===== config.mk =====
export PLATFORM = sky130hd
export DESIGN_NAME = multicycle_control_flat
export DESIGN_NICKNAME = d
export VERILOG_FILES = /design/src/rtl/arm_ctrl_pkg.sv /design/src/rtl/multicycle_control_if.sv /design/src/rtl/cond_unit.sv /design/src/rtl/multicycle_control.sv /design/src/flat_wrapper.sv
export SDC_FILE = /design/constraint.sdc
export NUM_CORES = 1
export LEC_CHECK = 0
export BUFFER_PORTS_ARGS = -buffer_cell sky130_fd_sc_hd__buf_2
export CAP_MARGIN = 20
export CORE_ASPECT_RATIO = 0.75
export CORE_MARGIN = 5
export CORE_UTILIZATION = 42
export DETAILED_ROUTE_END_ITERATION = 16
export GPL_ROUTABILITY_DRIVEN = 0
export PLACE_DENSITY = 0.82
export SYNTH_ARGS = -nofsm -noshare
export SYNTH_HDL_FRONTEND = slang
export SYNTH_SLANG_ARGS = --single-unit

===== constraint.sdc =====
create_clock -name clk -period 1.75 [get_ports clk]
set_clock_uncertainty 0.15 [all_clocks]
set_input_delay 0.2625 -clock clk [delete_from_list [all_inputs] [get_ports clk]]
set_output_delay 0.2625 -clock clk [all_outputs]
set_load 0.01 [all_outputs]

===== src/rtl/arm_ctrl_pkg.sv =====
// Shared definitions for the multicycle ARM control unit.
//   state_t      : main FSM state encoding (also exported on State for debug)
//   IMM_*        : ImmSrc codes; they coincide with the Op field encoding
//   CMD_* / ALU_*: data-processing cmd field values and ALUControl codes
//   COND_*       : Instr[31:28] condition codes
//   cond_check() : evaluates a condition code against {N,Z,C,V}
package arm_ctrl_pkg;

  typedef enum logic [3:0] {
    S_FETCH  = 4'd0,
    S_DECODE = 4'd1,
    S_MEMADR = 4'd2,
    S_MEMRD  = 4'd3,
    S_MEMWB  = 4'd4,
    S_MEMWR  = 4'd5,
    S_EXECR  = 4'd6,
    S_EXECI  = 4'd7,
    S_ALUWB  = 4'd8,
    S_BRANCH = 4'd9
  } state_t;

  // ImmSrc equals Op, so these double as the opcode class encodings.
  localparam logic [1:0] IMM_DP  = 2'b00;
  localparam logic [1:0] IMM_MEM = 2'b01;
  localparam logic [1:0] IMM_B   = 2'b10;

  localparam logic [3:0] CMD_AND = 4'b0000;
  localparam logic [3:0] CMD_SUB = 4'b0010;
  localparam logic [3:0] CMD_ADD = 4'b0100;
  localparam logic [3:0] CMD_ORR = 4'b1100;

  localparam logic [1:0] ALU_ADD = 2'b00;
  localparam logic [1:0] ALU_SUB = 2'b01;
  localparam logic [1:0] ALU_AND = 2'b10;
  localparam logic [1:0] ALU_ORR = 2'b11;

  localparam logic [3:0] COND_EQ = 4'b0000;
  localparam logic [3:0] COND_NE = 4'b0001;
  localparam logic [3:0] COND_CS = 4'b0010;
  localparam logic [3:0] COND_CC = 4'b0011;
  localparam logic [3:0] COND_MI = 4'b0100;
  localparam logic [3:0] COND_PL = 4'b0101;
  localparam logic [3:0] COND_VS = 4'b0110;
  localparam logic [3:0] COND_VC = 4'b0111;
  localparam logic [3:0] COND_HI = 4'b1000;
  localparam logic [3:0] COND_LS = 4'b1001;
  localparam logic [3:0] COND_GE = 4'b1010;
  localparam logic [3:0] COND_LT = 4'b1011;
  localparam logic [3:0] COND_GT = 4'b1100;
  localparam logic [3:0] COND_LE = 4'b1101;
  localparam logic [3:0] COND_AL = 4'b1110;

  // flags = {N, Z, C, V}; 1111 (never) falls through to the default.
  function automatic logic cond_check(input logic [3:0] cond, input logic [3:0] flags);
    logic n, z, c, v;
    {n, z, c, v} = flags;
    case (cond)
      COND_EQ: cond_check = z;
      COND_NE: cond_check = ~z;
      COND_CS: cond_check = c;
      COND_CC: cond_check = ~c;
      COND_MI: cond_check = n;
      COND_PL: cond_check = ~n;
      COND_VS: cond_check = v;
      COND_VC: cond_check = ~v;
      COND_HI: cond_check = c & ~z;
      COND_LS: cond_check = ~c | z;
      COND_GE: cond_check = (n == v);
      COND_LT: cond_check = (n != v);
      COND_GT: cond_check = ~z & (n == v);
      COND_LE: cond_check = z | (n != v);
      COND_AL: cond_check = 1'b1;
      default: cond_check = 1'b0;
    endcase
  endfunction

endpackage


===== src/rtl/multicycle_control_if.sv =====
// Control-unit <-> datapath bundle.
//   Inputs to control : Cond, Op, Funct, Rd (instruction register fields), ALUFlags
//   Outputs of control: write enables, mux selects, ImmSrc, RegSrc, ALUControl, State
// master = control unit side, slave = datapath side.
interface multicycle_control_if;
  logic [3:0] Cond;
  logic [1:0] Op;
  logic [5:0] Funct;
  logic [3:0] Rd;
  logic [3:0] ALUFlags;

  logic       PCWrite;
  logic       IRWrite;
  logic       RegWrite;
  logic       MemWrite;
  logic       AdrSrc;
  logic       ALUSrcA;
  logic [1:0] ALUSrcB;
  logic [1:0] ResultSrc;
  logic [1:0] ImmSrc;
  logic [1:0] RegSrc;
  logic [1:0] ALUControl;
  logic [3:0] State;

  modport master (
    input  Cond, Op, Funct, Rd, ALUFlags,
    output PCWrite, IRWrite, RegWrite, MemWrite, AdrSrc, ALUSrcA,
           ALUSrcB, ResultSrc, ImmSrc, RegSrc, ALUControl, State
  );

  modport slave (
    output Cond, Op, Funct, Rd, ALUFlags,
    input  PCWrite, IRWrite, RegWrite, MemWrite, AdrSrc, ALUSrcA,
           ALUSrcB, ResultSrc, ImmSrc, RegSrc, ALUControl, State
  );
endinterface


===== src/rtl/cond_unit.sv =====
// Condition unit: NZCV flag register, CondEx decode and write-enable gating.
//   clk, reset        : clock, async active-high reset (clears flags)
//   cond_i            : instruction condition field
//   alu_flags_i       : {N,Z,C,V} from the ALU
//   rd_i              : destination register (R15 = PC)
//   flag_w_i          : [1] loads N,Z ; [0] loads C,V (only non-zero in EXEC states)
//   exec_i / aluwb_i  : FSM is in EXECR/EXECI / in ALUWB
//   next_pc_i, reg_w_i, mem_w_i, branch_i : ungated FSM enables
//   pc_write_o, reg_write_o, mem_write_o  : gated enables, forced low during reset
module cond_unit
  import arm_ctrl_pkg::*;
(
  input  logic       clk,
  input  logic       reset,
  input  logic [3:0] cond_i,
  input  logic [3:0] alu_flags_i,
  input  logic [3:0] rd_i,
  input  logic [1:0] flag_w_i,
  input  logic       exec_i,
  input  logic       aluwb_i,
  input  logic       next_pc_i,
  input  logic       reg_w_i,
  input  logic       mem_w_i,
  input  logic       branch_i,
  output logic       pc_write_o,
  output logic       reg_write_o,
  output logic       mem_write_o
);

  logic [3:0] flags_q, flags_d;
  logic       cond_held_q, cond_held_d;
  logic       cond_ex, cond_gate, rd_is_pc, pcs;

  // NOTE: sequential state uses non-blocking assignments so every register
  // samples its inputs as they were before the edge.
  always_ff @(posedge clk or posedge reset) begin
    if (reset) begin
      flags_q     <= 4'b0000;
      cond_held_q <= 1'b0;
    end else begin
      flags_q     <= flags_d;
      cond_held_q <= cond_held_d;
    end
  end

  always_comb begin
    // NOTE: every signal gets a default before any branch so no latch is inferred.
    flags_d     = flags_q;
    cond_held_d = cond_held_q;

    cond_ex = cond_check(cond_i, flags_q);

    if (flag_w_i[1] && cond_ex) flags_d[3:2] = alu_flags_i[3:2];
    if (flag_w_i[0] && cond_ex) flags_d[1:0] = alu_flags_i[1:0];

    // The flags may change on the edge ending EXEC; ALUWB must still be
    // gated by the condition as evaluated before that update.
    if (exec_i) cond_held_d = cond_ex;
    cond_gate = aluwb_i ? cond_held_q : cond_ex;

    rd_is_pc = (rd_i == 4'hF);
    pcs      = (rd_is_pc & reg_w_i) | branch_i;

    pc_write_o  = ~reset & (next_pc_i | (pcs & cond_gate));
    reg_write_o = ~reset & reg_w_i & cond_gate & ~rd_is_pc;
    mem_write_o = ~reset & mem_w_i & cond_gate;
  end

endmodule


===== src/rtl/multicycle_control.sv =====
// Multicycle ARM control unit: Moore main FSM, ALU decoder and instruction
// decode outputs; flag register and enable gating live in cond_unit.
//   clk   : rising-edge clock
//   reset : asynchronous active-high reset (State -> FETCH, flags cleared,
//           write enables held low)
//   ctrl  : master side of multicycle_control_if (IR fields and ALU flags in,
//           datapath controls and debug State out)
module multicycle_control
  import arm_ctrl_pkg::*;
(
  input  logic                 clk,
  input  logic                 reset,
  multicycle_control_if.master ctrl
);

  state_t     state_q, state_d;
  logic       next_pc, ir_write, reg_w, mem_w, branch, alu_op;
  logic       adr_src, alu_src_a;
  logic [1:0] alu_src_b, result_src;
  logic [1:0] alu_control, flag_w;
  logic [3:0] cmd;
  logic       exec_st, aluwb_st;

  // NOTE: async reset only touches the state register; all outputs are
  // decoded from it, so they settle to FETCH values as soon as reset rises.
  always_ff @(posedge clk or posedge reset) begin
    if (reset) state_q <= S_FETCH;
    else       state_q <= state_d;
  end

  always_comb begin
    state_d    = S_FETCH;
    next_pc    = 1'b0;
    ir_write   = 1'b0;
    reg_w      = 1'b0;
    mem_w      = 1'b0;
    branch     = 1'b0;
    alu_op     = 1'b0;
    adr_src    = 1'b0;
    alu_src_a  = 1'b0;
    alu_src_b  = 2'b00;
    result_src = 2'b00;

    case (state_q)
      S_FETCH: begin
        state_d    = S_DECODE;
        alu_src_a  = 1'b1;
        alu_src_b  = 2'b10;
        result_src = 2'b10;
        ir_write   = 1'b1;
        next_pc    = 1'b1;
      end
      S_DECODE: begin
        alu_src_a  = 1'b1;
        alu_src_b  = 2'b10;
        result_src = 2'b10;
        case (ctrl.Op)
          IMM_MEM: state_d = S_MEMADR;
          IMM_DP:  state_d = ctrl.Funct[5] ? S_EXECI : S_EXECR;
          IMM_B:   state_d = S_BRANCH;
          default: state_d = S_FETCH;  // undefined op retires as a no-op
        endcase
      end
      S_MEMADR: begin
        state_d   = ctrl.Funct[0] ? S_MEMRD : S_MEMWR;
        alu_src_b = 2'b01;
      end
      S_MEMRD: begin
        state_d = S_MEMWB;
        adr_src = 1'b1;
      end
      S_MEMWB: begin
        result_src = 2'b01;
        reg_w      = 1'b1;
      end
      S_MEMWR: begin
        adr_src = 1'b1;
        mem_w   = 1'b1;
      end
      S_EXECR: begin
        state_d = S_ALUWB;
        alu_op  = 1'b1;
      end
      S_EXECI: begin
        state_d   = S_ALUWB;
        alu_src_b = 2'b01;
        alu_op    = 1'b1;
      end
      S_ALUWB: begin
        reg_w = 1'b1;
      end
      S_BRANCH: begin
        alu_src_b  = 2'b01;
        result_src = 2'b10;
        branch     = 1'b1;
      end
      default: state_d = S_FETCH;  // unused encodings recover to FETCH
    endcase
  end

  // ALU decoder. Unsupported cmds fall back to ADD and never write flags.
  always_comb begin
    cmd         = ctrl.Funct[4:1];
    alu_control = ALU_ADD;
    flag_w      = 2'b00;
    if (alu_op) begin
      case (cmd)
        CMD_ADD: alu_control = ALU_ADD;
        CMD_SUB: alu_control = ALU_SUB;
        CMD_AND: alu_control = ALU_AND;
        CMD_ORR: alu_control = ALU_ORR;
        default: alu_control = ALU_ADD;
      endcase
      if (cmd == CMD_ADD || cmd == CMD_SUB || cmd == CMD_AND || cmd == CMD_ORR) begin
        flag_w[1] = ctrl.Funct[0];
        flag_w[0] = ctrl.Funct[0] & ((cmd == CMD_ADD) || (cmd == CMD_SUB));
      end
    end
  end

  assign exec_st  = (state_q == S_EXECR) || (state_q == S_EXECI);
  assign aluwb_st = (state_q == S_ALUWB);

  cond_unit u_cond (
    .clk         (clk),
    .reset       (reset),
    .cond_i      (ctrl.Cond),
    .alu_flags_i (ctrl.ALUFlags),
    .rd_i        (ctrl.Rd),
    .flag_w_i    (flag_w),
    .exec_i      (exec_st),
    .aluwb_i     (aluwb_st),
    .next_pc_i   (next_pc),
    .reg_w_i     (reg_w),
    .mem_w_i     (mem_w),
    .branch_i    (branch),
    .pc_write_o  (ctrl.PCWrite),
    .reg_write_o (ctrl.RegWrite),
    .mem_write_o (ctrl.MemWrite)
  );

  assign ctrl.IRWrite    = ir_write & ~reset;
  assign ctrl.AdrSrc     = adr_src;
  assign ctrl.ALUSrcA    = alu_src_a;
  assign ctrl.ALUSrcB    = alu_src_b;
  assign ctrl.ResultSrc  = result_src;
  assign ctrl.ImmSrc     = ctrl.Op;
  assign ctrl.RegSrc     = {ctrl.Op == IMM_MEM, ctrl.Op == IMM_B};
  assign ctrl.ALUControl = alu_control;
  assign ctrl.State      = state_q;

endmodule


===== src/flat_wrapper.sv =====
// flat-port wrapper written by rule: the top's interface ports become plain ports
module multicycle_control_flat import arm_ctrl_pkg::*;
  (clk, reset, ctrl_Cond, ctrl_Op, ctrl_Funct, ctrl_Rd, ctrl_ALUFlags, ctrl_PCWrite, ctrl_IRWrite, ctrl_RegWrite, ctrl_MemWrite, ctrl_AdrSrc, ctrl_ALUSrcA, ctrl_ALUSrcB, ctrl_ResultSrc, ctrl_ImmSrc, ctrl_RegSrc, ctrl_ALUControl, ctrl_State);
  multicycle_control_if ctrl_i ();
  input  logic clk;
  input  logic reset;
  input wire logic [$bits(ctrl_i.Cond)-1:0] ctrl_Cond;
  input wire logic [$bits(ctrl_i.Op)-1:0] ctrl_Op;
  input wire logic [$bits(ctrl_i.Funct)-1:0] ctrl_Funct;
  input wire logic [$bits(ctrl_i.Rd)-1:0] ctrl_Rd;
  input wire logic [$bits(ctrl_i.ALUFlags)-1:0] ctrl_ALUFlags;
  output wire logic [$bits(ctrl_i.PCWrite)-1:0] ctrl_PCWrite;
  output wire logic [$bits(ctrl_i.IRWrite)-1:0] ctrl_IRWrite;
  output wire logic [$bits(ctrl_i.RegWrite)-1:0] ctrl_RegWrite;
  output wire logic [$bits(ctrl_i.MemWrite)-1:0] ctrl_MemWrite;
  output wire logic [$bits(ctrl_i.AdrSrc)-1:0] ctrl_AdrSrc;
  output wire logic [$bits(ctrl_i.ALUSrcA)-1:0] ctrl_ALUSrcA;
  output wire logic [$bits(ctrl_i.ALUSrcB)-1:0] ctrl_ALUSrcB;
  output wire logic [$bits(ctrl_i.ResultSrc)-1:0] ctrl_ResultSrc;
  output wire logic [$bits(ctrl_i.ImmSrc)-1:0] ctrl_ImmSrc;
  output wire logic [$bits(ctrl_i.RegSrc)-1:0] ctrl_RegSrc;
  output wire logic [$bits(ctrl_i.ALUControl)-1:0] ctrl_ALUControl;
  output wire logic [$bits(ctrl_i.State)-1:0] ctrl_State;
  assign ctrl_i.Cond = ctrl_Cond;
  assign ctrl_i.Op = ctrl_Op;
  assign ctrl_i.Funct = ctrl_Funct;
  assign ctrl_i.Rd = ctrl_Rd;
  assign ctrl_i.ALUFlags = ctrl_ALUFlags;
  assign ctrl_PCWrite = ctrl_i.PCWrite;
  assign ctrl_IRWrite = ctrl_i.IRWrite;
  assign ctrl_RegWrite = ctrl_i.RegWrite;
  assign ctrl_MemWrite = ctrl_i.MemWrite;
  assign ctrl_AdrSrc = ctrl_i.AdrSrc;
  assign ctrl_ALUSrcA = ctrl_i.ALUSrcA;
  assign ctrl_ALUSrcB = ctrl_i.ALUSrcB;
  assign ctrl_ResultSrc = ctrl_i.ResultSrc;
  assign ctrl_ImmSrc = ctrl_i.ImmSrc;
  assign ctrl_RegSrc = ctrl_i.RegSrc;
  assign ctrl_ALUControl = ctrl_i.ALUControl;
  assign ctrl_State = ctrl_i.State;
  multicycle_control u_core (.clk(clk), .reset(reset), .ctrl(ctrl_i));
endmodule

# Yosys cells after proc, flatten, opt, wreduce, memory -nomap -nowiden
# Cells that the tools add are included.
# classes
eq_ne	31
mux	19
bitwise	22
reduce_logical	16
# ops
operator	n
$eq 4x4->1 const B	11
$eq 4x3->1 const B	9
$eq 4x2->1 const B	5
$pmux 4 s5	1
$pmux 1 s15	1
$and 1x1->1	12
$logic_not 4->1	3
$pmux 4 s3	1
$mux 1	9
$eq 4x1->1 const B	2
$pmux 2 s2	2
$reduce_or 2->1	4
$mux 2	3
$not 1->1	6
$pmux 2 s3	1
$reduce_or 3->1	2
$logic_or 1x1->1	4
$or 1x1->1	4
$mux 3	1
$eq 2x1->1 const B	1
$eq 2x2->1 const B	1
$logic_and 1x1->1	2
$logic_not 2->1	1
$eq 1x1->1	1
$ne 1x1->1	1
# totals
reg_bits	9
inputBits	22
output_inout_bits	20
elab_cells	92

# Depth between registers and ports, before layout
# Gate-level depths: netlist of the first run.
# depth
depth_word	8
mapped_depth	6
depth_no_buf	5

# Modules after synthesis
# Synthesis of the first run repeated with hierarchy kept, for this count alone.
# hier_totals
cells_unflattened	113
hier_area_um2	923.4
# modules_own_cells
module	instances	cells_each	area_per_inst_um2	seq_area_each_um2
cond_unit	1	56	499.2	125.1
multicycle_control	1	57	424.2	100.1

# Worst setup path before layout of the first run
# Ideal clock, no wire load.
# synth_timing
path_type	flip-flop to output port
start	register u_core.u_cond.flags_q[2]
end	output ctrl_MemWrite
arrival_time_ns	1.659
t_required_ns	1.337
setup_slack_ns	-0.322
path_stages_with_launch	6
n_path_buf	0
cell_sequence	dfrtp_1 -> and4bb_1 -> mux2i_1 -> a311oi_2 -> nor3_1 -> nor4_1
# synth_between
elab_chain_cells	5
elab_cells_between_ends	8
cone_classes	mux (2); bitwise (6)
# synth_rtl
item	line_no	text
from (decl)	cond_unit.sv:30	logic [3:0] flags_q, flags_d;
from (signal assigned)	cond_unit.sv:41	flags_q <= flags_d;
$not 1->1	arm_ctrl_pkg.sv:59, arm_ctrl_pkg.sv:66, arm_ctrl_pkg.sv:70	
$and 1x1->1, on equally long branches	arm_ctrl_pkg.sv:70, arm_ctrl_pkg.sv:66	
$pmux 1 s15 *	arm_ctrl_pkg.sv:57	case (cond)
$mux 1 *	cond_unit.sv:59	cond_gate = aluwb_i ? cond_held_q : cond_ex;
$and 1x1->1 *	cond_unit.sv:66	mem_write_o = ~reset & mem_w_i & cond_gate;
to (decl)	flat_wrapper.sv:15	output wire logic [$bits(ctrl_i.MemWrite)-1:0] ctrl_MemWrite;
# Every way passes the cells marked *; elsewhere a longest branch is shown, timed or not.

# Worst setup path in the final report of the first run
# layout_timing
start	register u_core.u_cond.flags_q[3]
end	register u_core.u_cond.flags_q[0]
# layout_between
elab_chain_cells	4
elab_cells_between_ends	7
cone_classes	eq/ne (2); mux (1); bitwise (3); reduce/logical (1)
# layout_rtl
item	line_no	text
$ne 1x1->1 / $eq 1x1->1 (equally long branches)	n/a	
$or 1x1->1 / $and 1x1->1 (equally long branches)	arm_ctrl_pkg.sv:71, arm_ctrl_pkg.sv:70	
$pmux 1 s15 *	arm_ctrl_pkg.sv:57	
$logic_and 1x1->1 *	cond_unit.sv:54	if (flag_w_i[0] && cond_ex) flags_d[1:0] = alu_flags_i[1:0];
# Marks and branches as above.
# A chain may end at the register's enable or synchronous reset.

==> metrics.md, run 1 <==
| Metric | Value |
|---|---|
| GRT Total Usage | `0.238` |
| Crit-path slowest cell | `dfrtp_1` |
| Net Sw Power | `0.923 mW` |
| CP Cell Sequence | `xnor2_2, mux2i_1, a311oi_2, buf_4, buf_4, buf_6, o311ai_4, mux2_4` |
| Starting DRC count in detailed routing | `82` |
| CP arrival | `2.44 ns` |
| Tcrit/Tclk final | `1.39` |
| GRT Residual Overflow | `0` |
| Fin. Hold Viols | `0` |
| CTS sink count | `9` |
| Commonest cells after routing, fill and taps aside | `buf_2 (40), buf_4 (29), nor2_1 (10), buf_6 (10), nand2_1 (8)` |
| Failing checks | `negative setup slack` |
| Via Count | `approximately 1200` |
| Crit end category | `flip-flop` |
| Worst path required time | `~1.8 ns` |
| Drt drc | `0` |
| Sequential standard cell area | `between 200 and 250 sq um` |
| Pwr per Cell Area | `roughly 1200 mW/mm^2` |
| H-Tree Depth | `1` |
| Slew Limit Fails | `0` |
| Setup TNS | `-5.80 ns` |
| Drt via density | `a little under 6` |
| Diode count | `0` |
| Die W | `63.9 um` |
| Inserted Clock Buffers | `3` |
| Crit Path Category | `flip-flop to flip-flop` |
| DRT Pass-1 Iters | `4` |
| Slew at the pin with the worst max-slew slack | `about 0.46 ns` |
| Sequential fraction of the synthesis area | `0.246` |
| Core Area | `0.00205 sq mm` |
| Root Driver | `clkbuf_4` |
| Leakage | `roughly 0.80 nW` |
| Syn Area/Cell | `~8.1 sq um` |
| Flops & latches, synth | `9` |
| Clock Path Buffers | `2` |
| Synth Cell Area | `approximately 920 sq um` |
| Post-DRT Antenna Nets | `0` |
| Synth cell types | `38` |
| HP Class | `input port to flip-flop` |
| Pin count of the biggest net entering global routing | `12` |
| Synth warn | `0` |
| Skew-Pair Late Insertion Delay | `0.26 ns` |
| Sequential Power Share | `0.187` |
| Max incr delay on CP | `between 0.4 and 0.5 ns` |
| # rows | `14` |
| Crit Path Max Fanout | `4` |
| Post-Route WL | `a little over 4 mm` |
| Synth Instances | `~110` |
| Final setup violating endpoints | `14` |
| Design Power | `a little over 2 mW` |
| Worst setup SP type | `flip-flop` |
| Syn_nets | `roughly 140` |
| Most used cell, CP | `buf_4` |
| Chip height | `approximately 50 um` |
| RSZ-0062 raised after global routing | `true` |
| Initial antenna violation count | `0` |
| WP buf/inv | `3` |
| DIE AREA | `0.00322 sq mm` |
| WL/cell | `just under 20 um` |
| Clock power share | `0.081` |
| Delay-heaviest family, CP | `multiplexers` |
| Port Buffers | `41` |
| Area grow syn2layout | `84.6%` |
| Crit path time final | `about 2.4 ns` |
| VDD IR-drop max | `1170 uV` |
| Combinational Power Share | `0.732` |
| First-pass GRT wire length | `5.97 mm` |
| Hold WS | `about 0.08 ns` |
| Final Util | `0.825` |
| Max Cap Viol | `0` |
| Clock transition at the registers of the reported paths | `~0.06 ns` |
| IO Pins | `42` |
| Vias in the first global route | `1228` |
| Nets | `between 200 and 250` |
| Internal power of the cells | `approximately 1.1 mW` |
| Multi-input gate area | `approximately 830 sq um` |
| Share of cells above drive strength 1 | `0.649` |
| Slew HR | `0.689` |
| Worst setup margin | `-0.689 ns` |
| Net Sw Frac | `0.450` |
| Fmax | `410 MHz` |
| Most common cell after layout, fill and taps aside | `buf_2` |
| Post-DP HPWL | `roughly 2.5 mm` |
| Fill cells | `120` |
| Initial Util | `0.447` |
| CTS tree | `built` |
| Status | `complete, but fails checks` |
-- layer usage --
metal | vias to the layer above | track usage | part of all wire
met1 | 592 | 0.294 | 0.42
met2 | 79 | 0.395 | 0.47
met3 | 8 | 0.0558 | 0.093
met4 | 0 | 0.104 | 0.014
li1 | 568 | - | -
met5 | - | 0 | 0
-- cells in the mapped netlist, drive strengths merged --
cell type / instances / area [sq um]
clkbuf: 2 / 7.51
nand4: 1 / 6.26
inv: 4 / 15.0
xor2: 2 / 17.5
nand3b: 2 / 15.0
nor2: 12 / 45.0
nor2b: 4 / 25.0
a31oi: 3 / 18.8
nand2: 8 / 30.0
and3: 1 / 7.51
a2111oi: 1 / 8.76
nor3b: 4 / 30.0
o21ai: 7 / 35.0
o21a: 1 / 7.51
xnor2: 3 / 26.3
nand4b: 1 / 8.76
a21o: 1 / 7.51
nand2b: 4 / 25.0
or2: 1 / 6.26
buf: 8 / 51.3
and4bb: 1 / 12.5
o311ai: 3 / 48.8
o41ai: 1 / 16.3
a311oi: 1 / 15.0
nor4: 3 / 18.8
o31ai: 1 / 7.51
nand3: 1 / 5.00
nor4b: 1 / 8.76
nor3: 7 / 35.0
a21oi: 6 / 30.0
dfrtp: 9 / 225
mux2i: 2 / 20.0
or3: 1 / 6.26
mux2: 5 / 60.1
a22oi: 1 / 12.5
-- power by group through the flow --
stage / sequential, mW / clock (mW) / combinational, mW
2_1_floorplan: 0.352 / 0 / 0.677
3_3_place_gp: 0.357 / 0 / 1.04
3_5_place_dp: 0.359 / 0 / 1.07
4_1_cts: 0.363 / 0.166 / 1.25
5_1_grt: 0.392 / 0.182 / 1.60
6_report: 0.384 / 0.166 / 1.50
-- cell type report --
type                            count  share of cell area
Tap cell                           24              0.0178
Clock buffer                        3              0.0133
Inverter                            4             0.00888
Clock inverter                      1             0.00296
Sequential cell                     9               0.137
Timing Repair Buffer               81               0.332
Multi-Input combinational cell     90               0.489
-- sequential cells by signal (all words and copies together), names as in the netlist --
register / flops
u_core.u_cond.cond_held_q: 1
u_core.ctrl.State: 4
u_core.u_cond.flags_q: 4
-- metrics by stage --
| stage | worst slack (ns) | instances | area (sq um) |
|---|---|---|---|
| 6_report | -0.689 | 212 | 1690 |
| 5_1_grt | -0.774 | 212 | 1690 |
| 4_1_cts | -0.525 | 207 | 1570 |
| 3_5_place_dp | -0.441 | 193 | 1330 |
| 3_3_place_gp | -0.341 | 193 | 1330 |
| 2_1_floorplan | -0.209 | 113 | 1000 |
-- cell families (layout without fill, tap and decap cells) --
kind of cell | after synthesis | in the layout | synth area share
mux | 7 | 7 | 0.0874
simple gates | 52 | 52 | 0.311
xor+xnor | 5 | 5 | 0.0478
buf+inv | 14 | 89 | 0.0806
compound gates | 26 | 26 | 0.227
flops | 9 | 9 | 0.246
-- path summary, 6_finish.rpt --
check                                                  to  slack [ns]  cells after the start                 startpoint
worst max-delay path             u_core.u_cond.flags_q[0]       -0.69                      8   u_core.u_cond.flags_q[3]
worst min-delay path             u_core.u_cond.flags_q[1]        0.08                      2           ctrl_ALUFlags[1]
worst max register to register   u_core.u_cond.flags_q[0]       -0.69                      8   u_core.u_cond.flags_q[3]
worst min register to register  u_core.u_cond.cond_held_q        0.36                      2  u_core.u_cond.cond_held_q
max in group asynchronous        u_core.u_cond.flags_q[2]        0.77                      3                      reset
min in group asynchronous            u_core.ctrl.State[1]        0.41                      3                      reset
-- repair_timing --
action / CTS / global route
pin swaps: 4 / 6
endpoints found under the hold margin: 9 / 0
resized for setup: 29 / 18
setup endpoints to repair: 15 / 15
hold buffers: 1 / 0
buffers inserted: 9 / 5
Power figures use the tool's default switching activity.
==> run 2: changes to the inputs <==
--- a/config.mk
+++ b/config.mk
@@ -12,7 +12,7 @@
 export CORE_UTILIZATION = 42
 export DETAILED_ROUTE_END_ITERATION = 16
 export GPL_ROUTABILITY_DRIVEN = 0
-export PLACE_DENSITY = 0.82
+export PLACE_DENSITY = 0.75
 export SYNTH_ARGS = -nofsm -noshare
 export SYNTH_HDL_FRONTEND = slang
 export SYNTH_SLANG_ARGS = --single-unit
==> run 2 against run 1 <==
  * The run still ends with negative setup slack left
  * Clock power hardly changed
  * Total power is 7.2% lower
  * Final area is 5.2% lower
  * Flip-flop and latch count stayed put
  * Register-to-register slack better by 0.14 ns
  * Sequential power is 4% lower
  * Maximum frequency is 3.2% higher
  * Final cell count is 4.7% lower
  * Largest cell class unchanged
==> metrics.md, run 2 (same netlist as run 1, synthesis figures left out) <==
| Metric | Value |
|---|---|
| GRT Total Usage | `0.196 (was 0.238)` |
| Post-DP HPWL | `2.30 mm (was 2.46 mm)` |
| Via Count | `1152 (was 1247)` |
| CTS tree | `built (unchanged)` |
| Status | `complete, but fails checks (unchanged)` |
| Core Area | `0.00205 sq mm (unchanged)` |
| Area grow syn2layout | `75.0% (was 84.6%)` |
| Fill cells | `126 (was 120)` |
| Final Cell Area | `0.00160 sq mm (was 0.00169 sq mm)` |
| Root Driver | `clkbuf_4 (unchanged)` |
| Multi-input gate area | `816 sq um (was 826 sq um)` |
| Crit Reg-Reg Endpoint | `u_core.u_cond.flags_q[0] (unchanged)` |
| Pwr per Cell Area | `1190 mW/mm^2 (was 1210 mW/mm^2)` |
| IO Pins | `42 (unchanged)` |
| Worst hold path cell count | `2 (unchanged)` |
| Drt via density | `5.70 (was 5.88)` |
| Skew-Pair Late Insertion Delay | `0.26 ns (about the same)` |
| Crit end category | `primary output (was flip-flop)` |
| H-Tree Depth | `1 (unchanged)` |
| Crit Path Category | `flip-flop to primary output (was flip-flop to flip-flop)` |
| Most common cell after layout, fill and taps aside | `buf_2 (unchanged)` |
| Commonest cells after routing, fill and taps aside | `buf_2 (39), buf_4 (21), nor2_1 (10), buf_6 (9), nand2_1 (8) (was buf_2 (40), buf_4 (29), nor2_1 (10), buf_6 (10), nand2_1 (8))` |
| R2r setup slk | `-0.55 ns (was -0.69 ns)` |
| Inserted Clock Buffers | `3 (unchanged)` |
| Failing checks | `negative setup slack (unchanged)` |
| Post-DRT Antenna Nets | `0 (unchanged)` |
| Slew HR | `0.734 (was 0.689)` |
| Clock transition at the registers of the reported paths | `0.06 ns (about the same)` |
| DIE AREA | `0.00322 sq mm (unchanged)` |
| Starting DRC count in detailed routing | `34 (was 82)` |
| HP Class | `input port to flip-flop (unchanged)` |
| GRT Residual Overflow | `0 (unchanged)` |
| Max Cap Viol | `0 (unchanged)` |
| Initial Util | `0.447 (unchanged)` |
| Clock Path Buffers | `2 (unchanged)` |
| Slew at the pin with the worst max-slew slack | `0.399 ns (was 0.465 ns)` |
| Post-Route WL | `3.38 mm (was 4.11 mm)` |
| Pin count of the biggest net entering global routing | `19 (was 12)` |
| # rows | `14 (unchanged)` |
| Vias in the first global route | `1132 (was 1228)` |
| Worst setup SP type | `flip-flop (unchanged)` |
| Leakage | `0.752 nW (was 0.804 nW)` |
| RSZ-0062 raised after global routing | `true (unchanged)` |
| DRT Pass-1 Iters | `5 (was 4)` |
| Die W | `63.9 um (unchanged)` |
| Crit path time final | `2.36 ns (was 2.44 ns)` |
| Path depth of the worst reg2reg path | `6 (was 8)` |
| Sequential standard cell area | `230 sq um (was 231 sq um)` |
| VDD IR-drop max | `1080 uV (was 1170 uV)` |
| Worst setup margin | `-0.615 ns (was -0.689 ns)` |
| Worst path required time | `1.34 ns (was 1.75 ns)` |
| Diode count | `0 (unchanged)` |
| CTS sink count | `9 (unchanged)` |
| CP Cell Sequence | `buf_4, xor2_2, o21ai_1, a31oi_1, buf_4, buf_6, o31ai_4, nand2_1, buf_2 (was xnor2_2, mux2i_1, a311oi_2, buf_4, buf_4, buf_6, o311ai_4, mux2_4)` |
| Max incr delay on CP | `0.39 ns (was 0.44 ns)` |
| Slew Limit Fails | `0 (unchanged)` |
| Nets | `201 (was 211)` |
| Crit Path Max Fanout | `3 (was 4)` |
| Port Buffers | `41 (unchanged)` |
| Crit-path slowest cell | `dfrtp_1 (unchanged)` |
| WL/cell | `16.7 um (was 19.4 um)` |
| CP arrival | `1.95 ns (was 2.44 ns)` |
| Cell Area, Placed | `0.00132 sq mm (was 0.00133 sq mm)` |
| Hold Crit Start | `ctrl_ALUFlags[1] (unchanged)` |
| Initial antenna violation count | `0 (unchanged)` |
| Most used cell, CP | `buf_4 (unchanged)` |
| Tcrit/Tclk final | `1.35 (was 1.39)` |
| Fmax | `423 MHz (was 410 MHz)` |
| Post-Place Worst Slack | `-0.445 ns (was -0.441 ns)` |
| Chip height | `50.4 um (unchanged)` |
| Final setup violating endpoints | `15 (was 14)` |
| Drt drc | `0 (unchanged)` |
| Fin. Hold Viols | `0 (unchanged)` |
| First-pass GRT wire length | `5.09 mm (was 5.97 mm)` |
| Worst hold path endpoint | `u_core.u_cond.flags_q[1] (unchanged)` |
| R2r startpoint | `u_core.u_cond.flags_q[2] (was u_core.u_cond.flags_q[3])` |
| Share of cells above drive strength 1 | `0.596 (was 0.649)` |
run 2: changes by cell type in the layout (fill, tap and decap cells not counted), moves of 2 or more:
| cell | change |
|---|---|
| buf_4 | -8 |
| mux2_1 | +3 |
| mux2_4 | -3 |
| nor3_2 | +2 |
| xnor2_1 | +2 |
run 2: worst max-delay path by stage:
stage,from,endpoint,slack [ns],cells past startpoint
after CTS,u_core.u_cond.flags_q[3],ctrl_PCWrite,-0.56,7
after detailed placement,u_core.u_cond.flags_q[3],u_core.u_cond.flags_q[0],-0.44,6
final,u_core.u_cond.flags_q[0],ctrl_PCWrite,-0.61,9
after floorplan,u_core.u_cond.flags_q[2],ctrl_RegWrite,-0.21,5
after global placement,u_core.u_cond.flags_q[3],u_core.u_cond.flags_q[0],-0.35,6
after global routing,u_core.u_cond.flags_q[0],ctrl_PCWrite,-0.71,9
run 2: cell type report:
class / instances / area share
multi-input combinational: 90 / 0.509
clock buffer: 3 / 0.0141
tap: 24 / 0.0187
timing repair buffer: 71 / 0.302
inverter: 4 / 0.00937
clock inverter: 1 / 0.00312
sequential: 9 / 0.144
run 2: timing repair:
| action | CTS | global route |
|---|---|---|
| pin swaps | 5 | 5 |
| hold buffers | 1 | 0 |
| gates resized for setup | 15 | 25 |
| setup buffers | 5 | 2 |
| endpoints found under the hold margin | 9 | 0 |
| setup endpoints to repair | 14 | 17 |
run 2: routing by layer:
| layer | track usage | routed length, um |
|---|---|---|
| met5 | 0 | 0 |
| met4 | 0.0450 | 102 |
| met3 | 0.0558 | 282 |
| met2 | 0.341 | 1650 |
| met1 | 0.238 | 1350 |
run 2: per-stage QoR:
stage	power, mW	hold slack, ns	utilization	cells	setup TNS [ns]
3_3_place_gp	1.39	0.126	0.645	190	-2.15
5_1_grt	2.03	0.0635	0.782	202	-6.32
6_report	1.90	0.0574	0.782	202	-5.28
2_1_floorplan	1.03	-0.0596	-	113	-1.03
4_1_cts	1.64	0.0571	0.718	200	-4.64
3_5_place_dp	1.42	0.130	0.645	190	-2.81
run 2: worst max-delay path: cells and delay by family, from the launching register on:
| kind | cells | cell delay, ns |
|---|---|---|
| buffers and inverters | 4 | 0.59 |
| AND/OR/NAND/NOR | 1 | 0.07 |
| XOR/XNOR | 1 | 0.15 |
| flip-flops | 1 | 0.39 |
| AO/OA/AOI/OAI | 3 | 0.48 |
run 2: where the power goes:
| group | leakage, nW | internal (mW) | switching (mW) |
|---|---|---|---|
| sequential | 0.113 | 0.278 | 0.0911 |
| combinational | 0.621 | 0.675 | 0.698 |
| clock | 0.0177 | 0.0845 | 0.0785 |
